File: src/rtl/cpu_pkg.sv
// Shared register-file defaults and the dump sequencer state type.
package cpu_pkg;
    localparam int REG_COUNT_DEF = 16;
    localparam int DATA_W_DEF    = 64;
    localparam int ID_W_DEF      = 4;

    typedef enum logic [1:0] {
        IDLE = 2'd0,
        DUMP = 2'd1,
        DONE = 2'd2
    } dump_state_t;
endpackage

File: src/rtl/reg_dump_seq.sv
// Dump sequencer: walks every register index once and streams registered beats.
module reg_dump_seq
    import cpu_pkg::*;
#(
    parameter int REG_COUNT = REG_COUNT_DEF,
    parameter int DATA_W    = DATA_W_DEF,
    parameter int ID_W      = ID_W_DEF
) (
    input  logic              clk,
    input  logic              rst_n,
    input  logic              dump_start,
    output logic [ID_W-1:0]   rd_idx,
    input  logic [DATA_W-1:0] rd_data,
    output logic              dump_valid,
    output logic [ID_W-1:0]   dump_idx,
    output logic [DATA_W-1:0] dump_data,
    output logic              dump_busy,
    output logic              dump_done
);
    dump_state_t     state, state_next;
    logic [ID_W-1:0] cnt, cnt_next;
    logic            beat;
    logic            done_next;

    always_comb begin
        state_next = state;
        cnt_next   = cnt;
        beat       = 1'b0;
        done_next  = 1'b0;
        case (state)
            IDLE: begin
                if (dump_start) begin
                    state_next = DUMP;
                    cnt_next   = '0;
                end
            end
            DUMP: begin
                beat     = 1'b1;
                cnt_next = cnt + 1'b1;
                if (cnt == ID_W'(REG_COUNT - 1)) begin
                    state_next = DONE;
                end
            end
            DONE: begin
                done_next  = 1'b1;
                state_next = IDLE;
            end
            default: state_next = IDLE;
        endcase
    end

    always_ff @(posedge clk or negedge rst_n) begin
        if (!rst_n) begin
            state      <= IDLE;
            cnt        <= '0;
            dump_valid <= 1'b0;
            dump_idx   <= '0;
            dump_data  <= '0;
            dump_done  <= 1'b0;
        end else begin
            state      <= state_next;
            cnt        <= cnt_next;
            dump_valid <= beat;
            dump_done  <= done_next;
            if (beat) begin
                dump_idx  <= cnt;
                dump_data <= rd_data;
            end
        end
    end

    assign rd_idx    = cnt;
    assign dump_busy = (state == DUMP);
endmodule

File: src/rtl/reg_file.sv
// Architectural register file with registered read port and a non-stalling dump side port.
module reg_file
    import cpu_pkg::*;
#(
    parameter int REG_COUNT = REG_COUNT_DEF,
    parameter int DATA_W    = DATA_W_DEF,
    parameter int ID_W      = ID_W_DEF
) (
    input  logic              clk,
    input  logic              rst_n,
    input  logic [ID_W-1:0]   reg_id,
    input  logic              reg_re,
    input  logic              reg_we,
    input  logic [DATA_W-1:0] reg_wd,
    output logic [DATA_W-1:0] reg_out,
    input  logic              dump_start,
    output logic              dump_valid,
    output logic [ID_W-1:0]   dump_idx,
    output logic [DATA_W-1:0] dump_data,
    output logic              dump_busy,
    output logic              dump_done
);
    logic [DATA_W-1:0] regs [REG_COUNT];
    logic [ID_W-1:0]   seq_idx;
    logic [DATA_W-1:0] seq_data;

    always_ff @(posedge clk or negedge rst_n) begin
        if (!rst_n) begin
            for (int i = 0; i < REG_COUNT; i++) begin
                regs[i] <= '0;
            end
            reg_out <= '0;
        end else begin
            if (reg_we) begin
                regs[reg_id] <= reg_wd;
            end
            // Same-cycle write wins over the stored value on the read port.
            if (reg_re) begin
                reg_out <= reg_we ? reg_wd : regs[reg_id];
            end
        end
    end

    // The dump beat sees a write landing on its index at the same edge.
    assign seq_data = (reg_we && (reg_id == seq_idx)) ? reg_wd : regs[seq_idx];

    reg_dump_seq #(
        .REG_COUNT (REG_COUNT),
        .DATA_W    (DATA_W),
        .ID_W      (ID_W)
    ) u_dump_seq (
        .clk        (clk),
        .rst_n      (rst_n),
        .dump_start (dump_start),
        .rd_idx     (seq_idx),
        .rd_data    (seq_data),
        .dump_valid (dump_valid),
        .dump_idx   (dump_idx),
        .dump_data  (dump_data),
        .dump_busy  (dump_busy),
        .dump_done  (dump_done)
    );
endmodule

File: config.mk
export PLATFORM = sky130hd
export DESIGN_NAME = reg_file
export DESIGN_NICKNAME = d
export VERILOG_FILES = /design/src/rtl/cpu_pkg.sv /design/src/rtl/reg_dump_seq.sv /design/src/rtl/reg_file.sv
export SDC_FILE = /design/constraint.sdc
export NUM_CORES = 2
export LEC_CHECK = 0
export CORE_ASPECT_RATIO = 0.9
export CORE_MARGIN = 2
export CORE_UTILIZATION = 40
export DETAILED_ROUTE_END_ITERATION = 6
export GPL_ROUTABILITY_DRIVEN = 0
export HOLD_SLACK_MARGIN = 0.06
export PLACE_DENSITY = 0.61
export SLEW_MARGIN = 15
export SYNTH_ARGS = -nofsm -noshare
export SYNTH_HDL_FRONTEND = slang
export SYNTH_SLANG_ARGS = --single-unit
File: constraint.sdc
create_clock -name clk -period 4.85 [get_ports clk]
set_input_delay 0.97 -clock clk [delete_from_list [all_inputs] [get_ports clk]]
set_output_delay 0.97 -clock clk [all_outputs]
set_load 0.01 [all_outputs]
=== After elaboration in Yosys (flattened, before gate mapping) ===
Index checks and enable logic that the tools add are counted.

* Add/sub/neg operators: 1
* $lt $le $gt $ge: 3
* Equal/unequal tests: 6
* Multiplexer cells: 18
* Bitwise gates (word level): 2
* Reductions and logical operators: 6

{| class="wikitable"
|+ Operator list
! operator !! count
|-
| $bwmux W1024 || 1
|-
| $bmux W64 S4 || 2
|-
| $mux W64 || 7
|-
| $demux W64 S4 || 1
|-
| $ge A5 B5 Y1 const B || 2
|-
| $not A4 Y5 || 2
|-
| $pmux W4 S2 || 1
|-
| $lt A5 B1 Y1 const B || 1
|-
| $add A4 B1 Y4 const B || 1
|-
| $eq A4 B4 Y1 || 1
|-
| $eq A4 B4 Y1 const B || 1
|-
| $mux W2 || 2
|-
| $mux W4 || 1
|-
| $pmux W2 S2 || 1
|-
| $reduce_and A2 Y1 || 2
|-
| $eq A2 B1 Y1 const B || 1
|-
| $eq A2 B2 Y1 const B || 1
|-
| $logic_and A1 B1 Y1 || 2
|-
| $logic_not A2 Y1 || 1
|-
| $mux W1 || 2
|-
| $ne A2 B1 Y1 const B || 1
|-
| $ne A2 B2 Y1 const B || 1
|-
| $reduce_bool A2 Y1 || 1
|}

* Register bits: 1164
* Bits of input ports: 73
* Output and inout port bits: 135
* Word-level logic and storage cells: 59

=== Depth between registers and ports, before layout ===
* Word-level depth: 6
* Mapped depth: 9

=== Hierarchy ===
A second synthesis with hierarchy kept.

* Cell total of the unflattened synthesis: 4124
* Area total of the unflattened synthesis: 60130.2 um^2

{| class="wikitable"
|+ Modules (own cells, without submodules)
! module !! times used !! cells an instance !! area each (um^2)
|-
| reg_file || 1 || 3811 || 57243.7
|-
| reg_dump_seq || 1 || 313 || 2886.5
|}

=== Worst setup path after synthesis ===
No wires, ideal clock.

* Kind: input to register
* Start point: in reg_id[0]
* End point: reg reg_out[41]
* Arrival time: 2.495 ns
* Path slack: 2.226 ns
* Cell stages on the path: 7
* Path buffers: 3
* Path through: buf_2 buf_2 buf_2 mux4_2 mux2_2 nand2_1 a21oi_1

* Longest elaborated chain between the ends: 5

{| class="wikitable"
|+ Ends and longest elaborated chain
! what !! line !! source
|-
| start, declared || reg_file.sv:11 || <nowiki>input logic [ID_W-1:0] reg_id,</nowiki>
|-
| $not A4 Y5 (not written as such) || reg_file.sv:39 || <nowiki>reg_out <= reg_we ? reg_wd : regs[reg_id];</nowiki>
|-
| $bmux W64 S4 || reg_file.sv:39 ||
|-
| $mux W64 (not written as such) (2 in a row) || reg_file.sv:39 ||
|-
| $mux W64 || reg_file.sv:39 ||
|-
| end signal, assigned || reg_file.sv:39 ||
|-
| end, declared || reg_file.sv:15 || <nowiki>output logic [DATA_W-1:0] reg_out,</nowiki>
|}

No other way between the ends. The select of a mux whose other input is x is not followed.
A chain may end at the register's enable or synchronous reset.

=== Worst setup path in the final report ===
* Start point: reg u_dump_seq.state[1]
* End point: out dump_busy

* Longest elaborated chain between the ends: 1

{| class="wikitable"
|+ Ends and longest elaborated chain
! what !! line !! source
|-
| start, declared || reg_dump_seq.sv:20 || <nowiki>dump_state_t state, state_next;</nowiki>
|-
| start signal, assigned || reg_dump_seq.sv:61 || <nowiki>state <= state_next;</nowiki>
|-
| $eq A2 B1 Y1 || reg_dump_seq.sv:73 || <nowiki>assign dump_busy = (state == DUMP);</nowiki>
|-
| end, declared || reg_file.sv:20 || <nowiki>output logic dump_busy,</nowiki>
|}

No other way between the ends.

==> flow_summary.ini <==
[logic_synthesis]
ys_ff_latch = 1164
seq_area_frac_synth_pct = 47.91
synth_area_leader_cell = dfrtp_1
yosys.area_share.adder_pct = 0.02058
synth_xor_area_share_pct = 0.05762
synth_top_family_by_area = multiplexers
syn_nets = 4415
ys_warn_count = 0
synth_mux_area_share_pct = 39.15
synth_compound_area_share_pct = 6.159
yosys-top-cells-area = dfrtp_1, mux2_2, mux4_2
async_flop_share_pct = 100.0
synth_cell_types = 47
synthSimpleGateAreaFrac_pct = 3.334
synth-edff-count = 0
avgSynthCellArea_um2 = 14.01
synth.cell_area_um2 = 60800
synth_ff_type = dfrtp_1
synthCells = 4341
synth.top_cell.area_share_pct = 47.91

[global_route]
grt_use_met2_pct = 39.60
grt_overflow_total = 0
grt_first_pass_wirelength_um = 288800
busiest_layer = met2
met1_usage_pct = 35.01
grt_antenna_before_repair = 6
track_usage_pct = 25.02
grtUsageMet3_pct = 4.151
grt_pass1_vias = 40950
grt_start_max_net_pins = 124

[routing]
antenna_left = 0
drtIter0Drc = 3501
via_per_inst = 6.210
wl_um = 195000
vias = 40060
drc = 0
dr.pass1.iters = 5
avgRoutedWirePerCell_um = 30.23

[clocking]
postCtsSetupBuffers = 0
cts-buffers-inserted = 133
cts_resized = 0
cts-hold-fix-buffers = 0
cts_tree = yes
numClockSinks = 1164
insertion_delay_ps = 780
htree_levels = 4
path_clk_slew_ps = 60
clock_path_buffers = 3
cts_root_buf = clkbuf_16

[timing]
grt_setup_unrepaired = no
setup_violations = 0
layout_worst_path_cycle_share_pct = 78.27
relSlewSlack_pct = 22.96
tightest_slew_ps = 1156
tns_ps = 0
timing.fmax_mhz = 263.4
min_period_ps = 3796
whs_ps = 216.1
finalHoldViolations = 0
finalMaxSlewViolations = 0
skew_ps = 23.64

[floorplanning]
die_w_um = 415.0
ioPinCount = 208
die_y_um = 373.9
core_um2 = 150700
dieArea_um2 = 155100
start_util_pct = 40.35
fp-row-count = 135

[placed_design]
port_buffers = 207
place_hpwl_um = 107600

[pwr]
p_leak_nw = 28.39
p_per_area_nw_per_um2 = 547.2
ir_worst_vdd_mv = 0.5179

[critical_path]
worstPathMaxFanout = 35
arrival_ps = 2830
critPathKind = reg -> out
r2r_cells = 6
worstSetupEndpointType = output port
worstPathRequired_ps = 3880
startpoint_type = flop

[status]
outcome = finished clean

[layout]
final_common_cell = dfrtp_1
num-nets-final = 4444
drive_gt1_share_pct = 38.77
final_cell_mix = dfrtp_1, mux2_2, mux4_2, mux2i_1, clkdlybuf4s50_1
syn2layout_area_growth_pct = 13.44

[worst_hold_path]
hold_class = in -> async

[flow_run]
drv_cap = 0
## logic make-up after synthesis
logic type | Yosys count
AO/OA/AOI/OAI | 581
XOR/XNOR | 4
adder cells (fa/ha/maj) | 1
buffers and inverters | 434
flip-flops | 1164
multiplexers | 1735
AND/OR/NAND/NOR | 422
## cell usage after synthesis (4+ instances only)
master	number
nand2b_1	4
o31a_1	57
buf_2	145
xnor2_1	4
nor2_4	4
a21oi_1	122
nor2_1	125
buf_4	44
clkbuf_1	211
nor4_1	6
nand3_1	4
mux2_1	167
nor2_2	8
mux2_2	895
mux2_4	60
a211oi_1	127
mux4_2	384
a221oi_1	13
buf_1	20
mux2i_1	229
nor2b_1	4
o21ai_0	75
nand3b_1	65
buf_6	9
o22ai_1	121
or2_2	31
a31oi_1	57
nand2_1	161
dfrtp_1	1164
## metal layers
metal / routed length, um / part of all wire [%]
met1: 85380 / 44
met2: 91600 / 47
met3: 11580 / 5.9
met4: 6398 / 3.3
met5: 39 / 0.020
## critical path, cell delays in order (launching register included)
cell and delay [ps]:
dfrtp_1 410, nand2b_4 510, inv_4 500, clkdlybuf4s50_1 620
## power breakdown
part	internal, mW	total (mW)	switching [mW]
clock network	5.79	9.97	4.17
registers	12.1	14.4	2.23
logic	6.92	13.4	6.48
## layout make-up
cell class	instances	area, um2
repair buffers	325	3333
multi-input cells	2743	29750
flip-flops and latches	1164	29140
clock inverters	33	321.6
inverters	3	21.27
well taps	1986	2485
clock buffers	194	3911
diodes	2	5.005
fillers	13410	81700
## path summary, 6_finish.rpt
path / start / endpoint / slack [ps]
max: u_dump_seq.state[1] / dump_busy / 1050
min: rst_n / regs[824] / 220
max reg2reg: u_dump_seq.state[1] / u_dump_seq.dump_data[38] / 1680
min reg2reg: u_dump_seq.dump_idx[3] / u_dump_seq.dump_idx[3] / 480
max in group asynchronous: rst_n / regs[590] / 3380
min in group clk: u_dump_seq.dump_idx[3] / u_dump_seq.dump_idx[3] / 480
## per-stage QoR
stage,instance area (um2),worst slack [ps],instances,power [mW],util (%)
6_report,68970,1054,6450,37.74,45.78
4_1_cts,68960,1044,6448,37.85,45.77
3_5_place_dp,64730,966.0,6221,27.80,42.96
3_3_place_gp,64730,1031,6221,27.56,42.96
2_1_floorplan,60800,2226,4341,23.03,-
5_1_grt,68970,994.6,6450,39.47,45.78
## registers in the layout, indices dropped and copies added, names as in the netlist
name                   cells
u_dump_seq.dump_idx        4
u_dump_seq.state           2
regs                    1024
u_dump_seq.dump_valid      1
u_dump_seq.dump_done       1
u_dump_seq.dump_data      64
u_dump_seq.rd_idx          4
reg_out                   64
Power figures use the tool's default switching activity.
